--- config.mk ---
export PLATFORM = sky130hd
export DESIGN_NAME = vscale_hasti_arbiter
export DESIGN_NICKNAME = d
export VERILOG_FILES = /design/src/rtl/vscale_hasti_arbiter.sv
export SDC_FILE = /design/constraint.sdc
export NUM_CORES = 1
export LEC_CHECK = 0
export ABC_CLOCK_PERIOD_IN_PS = 2500
export CORE_AREA = 2 2 130 132
export DETAILED_ROUTE_END_ITERATION = 8
export DIE_AREA = 0 0 132 134
export PLACE_DENSITY = 0.66
export SLEW_MARGIN = 20
export SYNTH_ARGS = -nofsm -noshare
export SYNTH_HDL_FRONTEND = slang
export SYNTH_SLANG_ARGS = --single-unit
--- constraint.sdc ---
create_clock -name clk -period 2.5 [get_ports clk]
set_clock_uncertainty 0.15 [all_clocks]
set_input_delay 0.375 -clock clk [delete_from_list [all_inputs] [get_ports clk]]
set_output_delay 0.375 -clock clk [all_outputs]
set_load 0.02 [all_outputs]
--- src/rtl/vscale_hasti_arbiter.sv ---
// Two-master HASTI (AHB-lite) arbiter: m0 (imem bridge) and m1 (dmem bridge)
// share one slave port. Arbitrates each address phase, tracks the data-phase
// owner, and buffers a completed response for a master that lost the next
// address phase so pipelined data is never dropped.
module vscale_hasti_arbiter #(
  parameter int unsigned ROUND_ROBIN       = 0,
  parameter int unsigned HASTI_ADDR_WIDTH  = 32,
  parameter int unsigned HASTI_BUS_WIDTH   = 32,
  parameter int unsigned HASTI_SIZE_WIDTH  = 3,
  parameter int unsigned HASTI_BURST_WIDTH = 3,
  parameter int unsigned HASTI_PROT_WIDTH  = 4,
  parameter int unsigned HASTI_TRANS_WIDTH = 2,
  parameter int unsigned HASTI_RESP_WIDTH  = 1
) (
  input  logic                         clk,
  input  logic                         reset,
  // master 0 (imem bridge)
  input  logic [HASTI_ADDR_WIDTH-1:0]  m0_haddr,
  input  logic                         m0_hwrite,
  input  logic [HASTI_SIZE_WIDTH-1:0]  m0_hsize,
  input  logic [HASTI_BURST_WIDTH-1:0] m0_hburst,
  input  logic                         m0_hmastlock,
  input  logic [HASTI_PROT_WIDTH-1:0]  m0_hprot,
  input  logic [HASTI_TRANS_WIDTH-1:0] m0_htrans,
  input  logic [HASTI_BUS_WIDTH-1:0]   m0_hwdata,
  output logic [HASTI_BUS_WIDTH-1:0]   m0_hrdata,
  output logic                         m0_hready,
  output logic [HASTI_RESP_WIDTH-1:0]  m0_hresp,
  // master 1 (dmem bridge)
  input  logic [HASTI_ADDR_WIDTH-1:0]  m1_haddr,
  input  logic                         m1_hwrite,
  input  logic [HASTI_SIZE_WIDTH-1:0]  m1_hsize,
  input  logic [HASTI_BURST_WIDTH-1:0] m1_hburst,
  input  logic                         m1_hmastlock,
  input  logic [HASTI_PROT_WIDTH-1:0]  m1_hprot,
  input  logic [HASTI_TRANS_WIDTH-1:0] m1_htrans,
  input  logic [HASTI_BUS_WIDTH-1:0]   m1_hwdata,
  output logic [HASTI_BUS_WIDTH-1:0]   m1_hrdata,
  output logic                         m1_hready,
  output logic [HASTI_RESP_WIDTH-1:0]  m1_hresp,
  // shared slave port
  output logic [HASTI_ADDR_WIDTH-1:0]  s_haddr,
  output logic                         s_hwrite,
  output logic [HASTI_SIZE_WIDTH-1:0]  s_hsize,
  output logic [HASTI_BURST_WIDTH-1:0] s_hburst,
  output logic                         s_hmastlock,
  output logic [HASTI_PROT_WIDTH-1:0]  s_hprot,
  output logic [HASTI_TRANS_WIDTH-1:0] s_htrans,
  output logic [HASTI_BUS_WIDTH-1:0]   s_hwdata,
  input  logic [HASTI_BUS_WIDTH-1:0]   s_hrdata,
  input  logic                         s_hready,
  input  logic [HASTI_RESP_WIDTH-1:0]  s_hresp
);

  localparam logic [HASTI_TRANS_WIDTH-1:0] HTRANS_IDLE = '0;
  localparam logic [HASTI_RESP_WIDTH-1:0]  HRESP_OKAY  = '0;

  // Arbitration state
  logic gnt_q;
  logic last_q;
  // Data-phase tracking
  logic dp_vld;
  logic dp_own;
  logic dp_wr;
  // Per-master response buffers
  logic                        pend_0;
  logic                        pend_1;
  logic [HASTI_BUS_WIDTH-1:0]  buf_rdata_0;
  logic [HASTI_BUS_WIDTH-1:0]  buf_rdata_1;
  logic [HASTI_RESP_WIDTH-1:0] buf_resp_0;
  logic [HASTI_RESP_WIDTH-1:0] buf_resp_1;

  logic req_0;
  logic req_1;
  logic req_any;
  logic req_win;
  logic gnt;

  assign req_0   = m0_htrans[HASTI_TRANS_WIDTH-1];
  assign req_1   = m1_htrans[HASTI_TRANS_WIDTH-1];
  assign req_any = req_0 | req_1;
  assign req_win = gnt ? req_1 : req_0;

  // Pick the address-phase winner; the grant is frozen while the slave stalls.
  always_comb begin
    gnt = gnt_q;
    if (s_hready) begin
      if (req_0 && req_1) begin
        gnt = (ROUND_ROBIN != 0) ? ~last_q : 1'b1;
      end else if (req_1) begin
        gnt = 1'b1;
      end else if (req_0) begin
        gnt = 1'b0;
      end
    end
  end

  // Route the winner's address-phase signals to the slave.
  always_comb begin
    s_haddr     = m0_haddr;
    s_hwrite    = m0_hwrite;
    s_hsize     = m0_hsize;
    s_hburst    = m0_hburst;
    s_hmastlock = m0_hmastlock;
    s_hprot     = m0_hprot;
    s_htrans    = m0_htrans;
    if (gnt) begin
      s_haddr     = m1_haddr;
      s_hwrite    = m1_hwrite;
      s_hsize     = m1_hsize;
      s_hburst    = m1_hburst;
      s_hmastlock = m1_hmastlock;
      s_hprot     = m1_hprot;
      s_htrans    = m1_htrans;
    end
    if (!req_win) begin
      s_htrans = HTRANS_IDLE;
    end
  end

  // Write data follows the data-phase owner with no added latency.
  always_comb begin
    s_hwdata = dp_own ? m1_hwdata : m0_hwdata;
  end

  // Master 0 ready/response selection.
  always_comb begin
    m0_hready = 1'b1;
    m0_hresp  = HRESP_OKAY;
    m0_hrdata = s_hrdata;
    if (req_0 && gnt) begin
      m0_hready = 1'b0;
    end else if (dp_vld && !dp_own) begin
      m0_hready = s_hready;
      m0_hresp  = s_hresp;
    end else if (pend_0 && !gnt) begin
      m0_hready = s_hready;
      m0_hresp  = buf_resp_0;
      m0_hrdata = buf_rdata_0;
    end else if (req_0) begin
      // Winning address phase behind another master's stalled data phase.
      m0_hready = s_hready;
    end
  end

  // Master 1 ready/response selection.
  always_comb begin
    m1_hready = 1'b1;
    m1_hresp  = HRESP_OKAY;
    m1_hrdata = s_hrdata;
    if (req_1 && !gnt) begin
      m1_hready = 1'b0;
    end else if (dp_vld && dp_own) begin
      m1_hready = s_hready;
      m1_hresp  = s_hresp;
    end else if (pend_1 && gnt) begin
      m1_hready = s_hready;
      m1_hresp  = buf_resp_1;
      m1_hrdata = buf_rdata_1;
    end else if (req_1) begin
      // Winning address phase behind another master's stalled data phase.
      m1_hready = s_hready;
    end
  end

  // Grant and data-phase bookkeeping advance only when the slave is ready.
  always_ff @(posedge clk or posedge reset) begin
    if (reset) begin
      gnt_q  <= 1'b0;
      last_q <= 1'b0;
      dp_vld <= 1'b0;
      dp_own <= 1'b0;
      dp_wr  <= 1'b0;
    end else if (s_hready) begin
      gnt_q <= gnt;
      if (req_any) begin
        last_q <= gnt;
      end
      dp_vld <= req_any;
      dp_own <= gnt;
      dp_wr  <= gnt ? m1_hwrite : m0_hwrite;
    end
  end

  // Master 0 buffer: capture a completing response m0 cannot take, replay it when granted.
  always_ff @(posedge clk or posedge reset) begin
    if (reset) begin
      pend_0      <= 1'b0;
      buf_rdata_0 <= '0;
      buf_resp_0  <= '0;
    end else if (s_hready && dp_vld && !dp_own && req_0 && gnt) begin
      pend_0     <= 1'b1;
      buf_resp_0 <= s_hresp;
      if (!dp_wr) begin
        buf_rdata_0 <= s_hrdata;
      end
    end else if (s_hready && !gnt) begin
      pend_0 <= 1'b0;
    end
  end

  // Master 1 buffer: capture a completing response m1 cannot take, replay it when granted.
  always_ff @(posedge clk or posedge reset) begin
    if (reset) begin
      pend_1      <= 1'b0;
      buf_rdata_1 <= '0;
      buf_resp_1  <= '0;
    end else if (s_hready && dp_vld && dp_own && req_1 && !gnt) begin
      pend_1     <= 1'b1;
      buf_resp_1 <= s_hresp;
      if (!dp_wr) begin
        buf_rdata_1 <= s_hrdata;
      end
    end else if (s_hready && gnt) begin
      pend_1 <= 1'b0;
    end
  end

endmodule

==> reports/metrics.yaml, run 1 <==
floorplan:
  start_util_pct: 26.4
  core_sq_mm: 0.0163
  die_w_um: 132
  io_pins: 338
  dieArea_sq_mm: 0.0177
  rows: 47
  fp.dieH_um: 134
logic_synthesis:
  synthCells: 345
  seq_area_frac_synth_pct: 41.3
  synth_area_sq_mm: 0.00430
  syn-num-nets: 537
  synth_top_cell_by_area: "mux2_2"
  synth_top_area_share_pct: 43.4
  yosys_warnings: 0
  synth_seq_cells: 71
  yosysUniqueCellTypes: 33
  ys_top_cells_by_area: "mux2_2 (43%), dfrtp_1 (41%), clkbuf_1 (3.1%), mux2_1 (1.8%), buf_2 (1.3%)"
  synth.avg_cell_area_sq_um: 12.5
timing:
  whs_ns: 0.219
  hold_viol: 0
  rsz0062_at_grt: "yes"
  period_minus_slack_ns: 2.64
  setup_viol: 130
  max_freq_mhz: 378
  slew_headroom_pct: 69.1
  worstMarginPinSlew_ns: 0.463
  fin_crit_sh_pct: 106
  setup_ws_ns: -0.142
  finalMaxSlewViolations: 0
place:
  gp_congestion: 0.942
  io_buffers: 337
  post-dp-hpwl_um: 13900
  pre_cts_ws_ns: -0.546
critical_path:
  end_kind: "output port"
  path_max_fanout: 5
  slowest_delay_ns: 0.44
  crit_arrival_ns: 2.12
  worstPathCellList: "a21boi_4, buf_12, a21oi_4, buf_4, buf_8, clkbuf_16, mux2_2, buf_2"
  path_delay_family: "buffers and inverters"
  path_buf_inv: 5
  ff2ff_setup_slack_ns: 0.32
  critPathRequiredTime_ns: 1.98
  crit_type: "reg2out"
  crit_slowest_cell: "dfrtp_2"
  worst_setup_path_start_kind: "flip-flop"
clock_tree:
  holdBufCountCts: 0
  clkTransAtPathRegs_ns: 0.05
  cts_tree: "built"
  clk_path_buf_depth: 2
  cts.sinks: 71
  numCtsBuffers: 9
  clk_latency_ns: 0.33
  cts-htree-levels: 3
  root_buffer: "clkbuf_16"
worst_hold_path:
  hold_path_class: "reg2reg"
flow_run:
  drv_cap: 0
outcome:
  violations: "negative setup slack"
  status: "complete, but fails checks"
routing:
  drt-pass1-iter-count: 4
  routed_via_density: 4.47
  drc: 0
  wl_per_cell_um: 21.2
  drtAntennaViolNets: 0
  routed_wl_um: 19600
  vias: 4117
  initialDrtViolationCount: 99
global_routing:
  grt_max_degree: 37
  globalRoute.totalOverflow: 0
  grt_pass1_vias: 4606
  grt_antenna_before_repair: 1
  grt_first_pass_wirelength_um: 28200
  track_usage_pct: 21.1
finish:
  nFillCells: 1362
  drive_above_1_share_pct: 51.4
  area_growth_pct: 113
  nets: 889
  final_cell_mix: "clkdlybuf4s50_1 (221), buf_6 (101), mux2_2 (86)"
  final_common_cell: "clkdlybuf4s50_1"
power:
  leakage_uw: 0.00426
  p_per_area_mw_per_mm2: 524
  vdd_ir_drop_max_uv: 318
  finalPower_uw: 4800
final cells by class:
type                            count  area (sq um)  area share [%]
Multi-Input combinational cell    212          2590            28.3
Tap cell                          220           275            3.01
Clock buffer                        9           225            2.46
Timing Repair Buffer              396          4200            45.8
Sequential cell                    71          1780            19.4
Clock inverter                      6          62.6           0.684
Antenna cell                        1          2.50          0.0273
Inverter                            7          26.3           0.287
cell families after synthesis:
kind of cell | Yosys count | synth area share, %
and+or+nand+nor | 15 | 2.09
AOI/OAI and AO/OA | 24 | 4.57
muxes | 173 | 45.3
buffers and inverters | 62 | 6.78
DFF | 71 | 41.3
final timing paths:
path | cells past startpoint | startpoint | end
setup / recovery | 8 | dp_own$_DFFE_PP0P_ | s_haddr[10]
hold / removal | 0 | buf_rdata_1[27]$_DFFE_PP0P_ | buf_rdata_1[27]$_DFFE_PP0P_
setup reg to reg | 6 | dp_own$_DFFE_PP0P_ | buf_rdata_0[19]$_DFFE_PP0P_
hold reg to reg | 0 | buf_rdata_1[27]$_DFFE_PP0P_ | buf_rdata_1[27]$_DFFE_PP0P_
max in group asynchronous | 3 | reset | dp_own$_DFFE_PP0P_
min in group asynchronous | 3 | reset | buf_resp_0$_DFFE_PP0P_
state kept, by name (all words and copies together), names as in the netlist:
signal,flops
buf_resp_0,1
buf_rdata_1,32
dp_wr,1
pend_0,1
buf_resp_1,1
dp_vld,1
buf_rdata_0,32
dp_own,1
pend_1,1
cells in the mapped netlist:
master / instances
mux2_2: 166
dfrtp_1: 71
clkbuf_1: 36
buf_2: 11
mux2_1: 7
inv_1: 6
nand2_1: 6
o21ai_0: 6
buf_4: 4
buf_6: 4
a21oi_1: 2
a31oi_1: 2
nand3_1: 2
nor2_1: 2
o211ai_1: 2
a21bo_2: 1
a21boi_0: 1
a21boi_4: 1
a21o_1: 1
a21oi_4: 1
and2b_1: 1
and3_1: 1
inv_2: 1
nand4_1: 1
nor4b_4: 1
o2111ai_1: 1
o2111ai_2: 1
o211ai_2: 1
o21bai_1: 1
o221ai_1: 1
o2bb2ai_1: 1
o31ai_1: 1
or2_2: 1
metal layers:
| metal | global-route usage, % | part of all wire, % |
|---|---|---|
| met1 | 26.1 | 43 |
| met5 | 0 | 0.056 |
| met4 | 5.19 | 2.4 |
| met2 | 34.7 | 46 |
| met3 | 8.09 | 8.1 |
stage by stage:
stage | instances | area, sq um | util [%] | TNS [ns]
after CTS | 919 | 8540 | 52.4 | -11.75
after global routing | 921 | 9150 | 56.2 | -21.16
after global placement | 871 | 7940 | 48.8 | -55.02
final | 922 | 9150 | 56.2 | -9.81
after floorplan | 345 | 4300 | - | 0
after detailed placement | 871 | 7940 | 48.8 | -58.30
what timing repair did:
item                       4_1_cts  5_1_grt
gates resized for setup        520      187
gates cloned                     8        3
hold endpoints to repair         0        0
setup endpoints to repair      143      140
pin swaps                        4        3
buffers inserted                25        4
worst reg2reg max path: cells and delay by family, from the launching register on:
kind                   cells  cell delay [ns]
multiplexers               1             0.40
flip-flops                 1             0.44
buffers and inverters      3             0.54
AND/OR/NAND/NOR            2             0.54
power by group:
part	switching [uW]	leakage, uW	internal, uW	total [uW]
Clock	465	0.000145	763	1230
Combinational	851	0.00318	1250	2110
Sequential	113	0.000929	1350	1460
Total	1430	0.00426	3370	4800
No activity file was read; power rests on OpenSTA's default activity.
==> run 2, diff against run 1 <==
--- a/config.mk
+++ b/config.mk
@@ -9,6 +9,8 @@
 export CORE_AREA = 2 2 130 132
 export DETAILED_ROUTE_END_ITERATION = 8
 export DIE_AREA = 0 0 132 134
+export GPL_TIMING_DRIVEN = 1
+export MAX_ROUTING_LAYER = met4
 export PLACE_DENSITY = 0.66
 export SLEW_MARGIN = 20
 export SYNTH_ARGS = -nofsm -noshare
==> run 2 against run 1 <==
  * The run still ends with negative setup slack left
  * Non-clock buffer count is 8 higher
  * Total power up 1.1%
  * Clock-buffer cell count is 1 higher
  * Sequential cell count unchanged
  * Fmax rose by 2.6%
  * Critical endpoint is now s_haddr[26]
==> reports/metrics.yaml, run 2 (synthesis results as in run 1) <==
routing:
  wl_per_cell_um: 21.1  # -0.81%
  routed_via_density: 4.42  # -0.98%
  drt-pass1-iter-count: 4  # unchanged
  wl_met3_um: 1400  # -11%
  routed_wl_um: 19600  # +0.27%
  drtAntennaViolNets: 0  # unchanged
  met2WireLength_um: 9320  # +3.0%
  initialDrtViolationCount: 101  # +2.0%
  met1_length_um: 8630  # +2.0%
  drc: 0  # unchanged
  vias: 4121  # +0.097%
  top_layer: "met4"
flow_run:
  drv_cap: 0  # unchanged
timing:
  period_minus_slack_ns: 2.57  # -0.0675 ns
  rsz0062_at_grt: "yes"
  max_freq_mhz: 388  # +2.6%
  hold_viol: 0  # unchanged
  setup_ws_ns: -0.0746  # +0.0675 ns
  finalMaxSlewViolations: 0  # unchanged
  setup_viol: 38  # -71%
  worstMarginPinSlew_ns: 0.395  # -0.0680 ns
  fin_crit_sh_pct: 103  # -2.7 points
  slew_headroom_pct: 73.6  # +4.5 points
critical_path:
  critPathMostFrequentCell: "buf_12"
  worstPathCellList: "a21boi_4, a21oi_4, buf_4, buf_12, buf_12, mux2_2, clkbuf_2"
  end_kind: "output port"
  path_max_fanout: 11  # +6
  worst_setup_path_start_kind: "flip-flop"
  crit_type: "reg2out"
  path_buf_inv: 4  # -1
  critPathRequiredTime_ns: 1.98  # about the same
  crit_slowest_cell: "dfrtp_2"
  crit_arrival_ns: 2.05  # -0.07 ns
  slowest_delay_ns: 0.45  # about the same
  worstSetupPathDepth: 7  # -1
  path_delay_family: "buffers and inverters"
  r2r_cells: 7  # +1
finish:
  area_growth_pct: 112
  stdcell_area_sq_mm: 0.00912  # -0.31%
  nets: 897  # +0.90%
  final_core_util_pct: 56.0  # -0.18 points
  drive_above_1_share_pct: 53.2  # +1.9 points
  largest_registers: "buf_rdata_0 x32, buf_rdata_1 x32"
  final_cells: 932  # +1.1%
  final_cell_mix: "clkdlybuf4s50_1 (189), mux2_2 (116), buf_6 (92)"
  final_common_cell: "clkdlybuf4s50_1"
global_routing:
  globalRoute.totalOverflow: 0  # unchanged
  grt_antenna_before_repair: 1  # unchanged
  grt_max_degree: 72  # +95%
  track_usage_pct: 21.5  # +0.45 points
  grt_first_pass_wirelength_um: 27900  # -1.3%
  grt_pass1_vias: 4528  # -1.7%
power:
  p_per_area_mw_per_mm2: 532  # +1.5%
  vdd_ir_drop_max_uv: 399  # +26%
  leakage_uw: 0.00442  # +3.7%
floorplan:
  die_w_um: 132  # unchanged
  fp.dieH_um: 134  # unchanged
  dieArea_sq_mm: 0.0177  # unchanged
  io_pins: 338  # unchanged
  core_sq_mm: 0.0163  # unchanged
  start_util_pct: 26.4  # unchanged
  rows: 47  # unchanged
clock_tree:
  cts-htree-levels: 3  # unchanged
  cts.sinks: 71  # unchanged
  clkTransAtPathRegs_ns: 0.06  # about the same
  numCtsBuffers: 9  # unchanged
  clk_path_buf_depth: 2  # unchanged
  cts_tree: "built"
  clk_latency_ns: 0.33  # about the same
  root_buffer: "clkbuf_16"
place:
  gp_congestion: 0.939  # -0.34%
  placed_cell_area_sq_mm: 0.00796  # +0.22%
  post-dp-hpwl_um: 14000  # +0.43%
  placedCellCount: 873  # +0.23%
  io_buffers: 337  # unchanged
outcome:
  violations: "negative setup slack"
  status: "complete, but fails checks"
worst_hold_path:
  whs_path_depth: 0  # unchanged
  hold_path_class: "reg2reg"
run 2: final cells by class:
class,count,area [sq um]
tap,220,275
multi-input combinational,212,2480
clock inverter,6,68.8
inverter,7,28.8
timing repair buffer,404,4250
sequential,71,1780
clock buffer,10,239
antenna,2,5.00
fill,1365,7170
run 2: repair_timing:
| action | CTS | global route |
|---|---|---|
| hold buffers | 0 | 0 |
| gates resized for setup | 440 | 288 |
| buffers inserted | 21 | 12 |
| setup endpoints to repair | 144 | 140 |
| cloned | 8 | 4 |
| pin swaps | 4 | 4 |
run 2: report_power, final:
group          leakage [uW]  internal (uW)  switching (uW)
sequential         0.000929           1350             110
clock              0.000149            804             500
combinational       0.00334           1240             850
total               0.00442           3390            1460
run 2: worst reg2reg max path: stages, from the launching register on:
cell	delay [ns]
dfrtp_2	0.45
buf_4	0.15
buf_4	0.13
buf_4	0.14
and2b_1	0.30
nor4b_4	0.36
buf_12	0.26
mux2_2	0.38
run 2: final timing paths:
| kind | end | slack [ns] | startpoint |
|---|---|---|---|
| min in group asynchronous | buf_rdata_0[28]$_DFFE_PP0P_ | 0.30 | reset |
| hold reg to reg | buf_rdata_1[13]$_DFFE_PP0P_ | 0.22 | buf_rdata_1[13]$_DFFE_PP0P_ |
| setup reg to reg | buf_rdata_0[12]$_DFFE_PP0P_ | 0.07 | dp_own$_DFFE_PP0P_ |
| max in group asynchronous | dp_own$_DFFE_PP0P_ | 1.55 | reset |
| hold / removal | buf_rdata_1[13]$_DFFE_PP0P_ | 0.22 | buf_rdata_1[13]$_DFFE_PP0P_ |
| setup / recovery | s_haddr[26] | -0.07 | dp_own$_DFFE_PP0P_ |
run 2: per-layer routing:
metal  up-vias  GRT usage (%)
met2       190           34.3
met3        16           7.07
met5         -              -
met4         0           4.89
li1       1937              -
met1      1978           26.7
run 2: through the flow:
| step | power, uW | setup TNS (ns) | setup WS (ns) | hold WS (ns) |
|---|---|---|---|---|
| global route | 5080 | -5.59 | -0.151 | 0.234 |
| CTS | 4620 | -7.00 | -0.181 | 0.227 |
| floorplan | 2340 | 0 | 0.178 | 0.275 |
| global placement | 3220 | -54.98 | -0.563 | 0.211 |
| finish | 4850 | -1.40 | -0.0746 | 0.222 |
| detailed placement | 3250 | -58.79 | -0.555 | 0.215 |
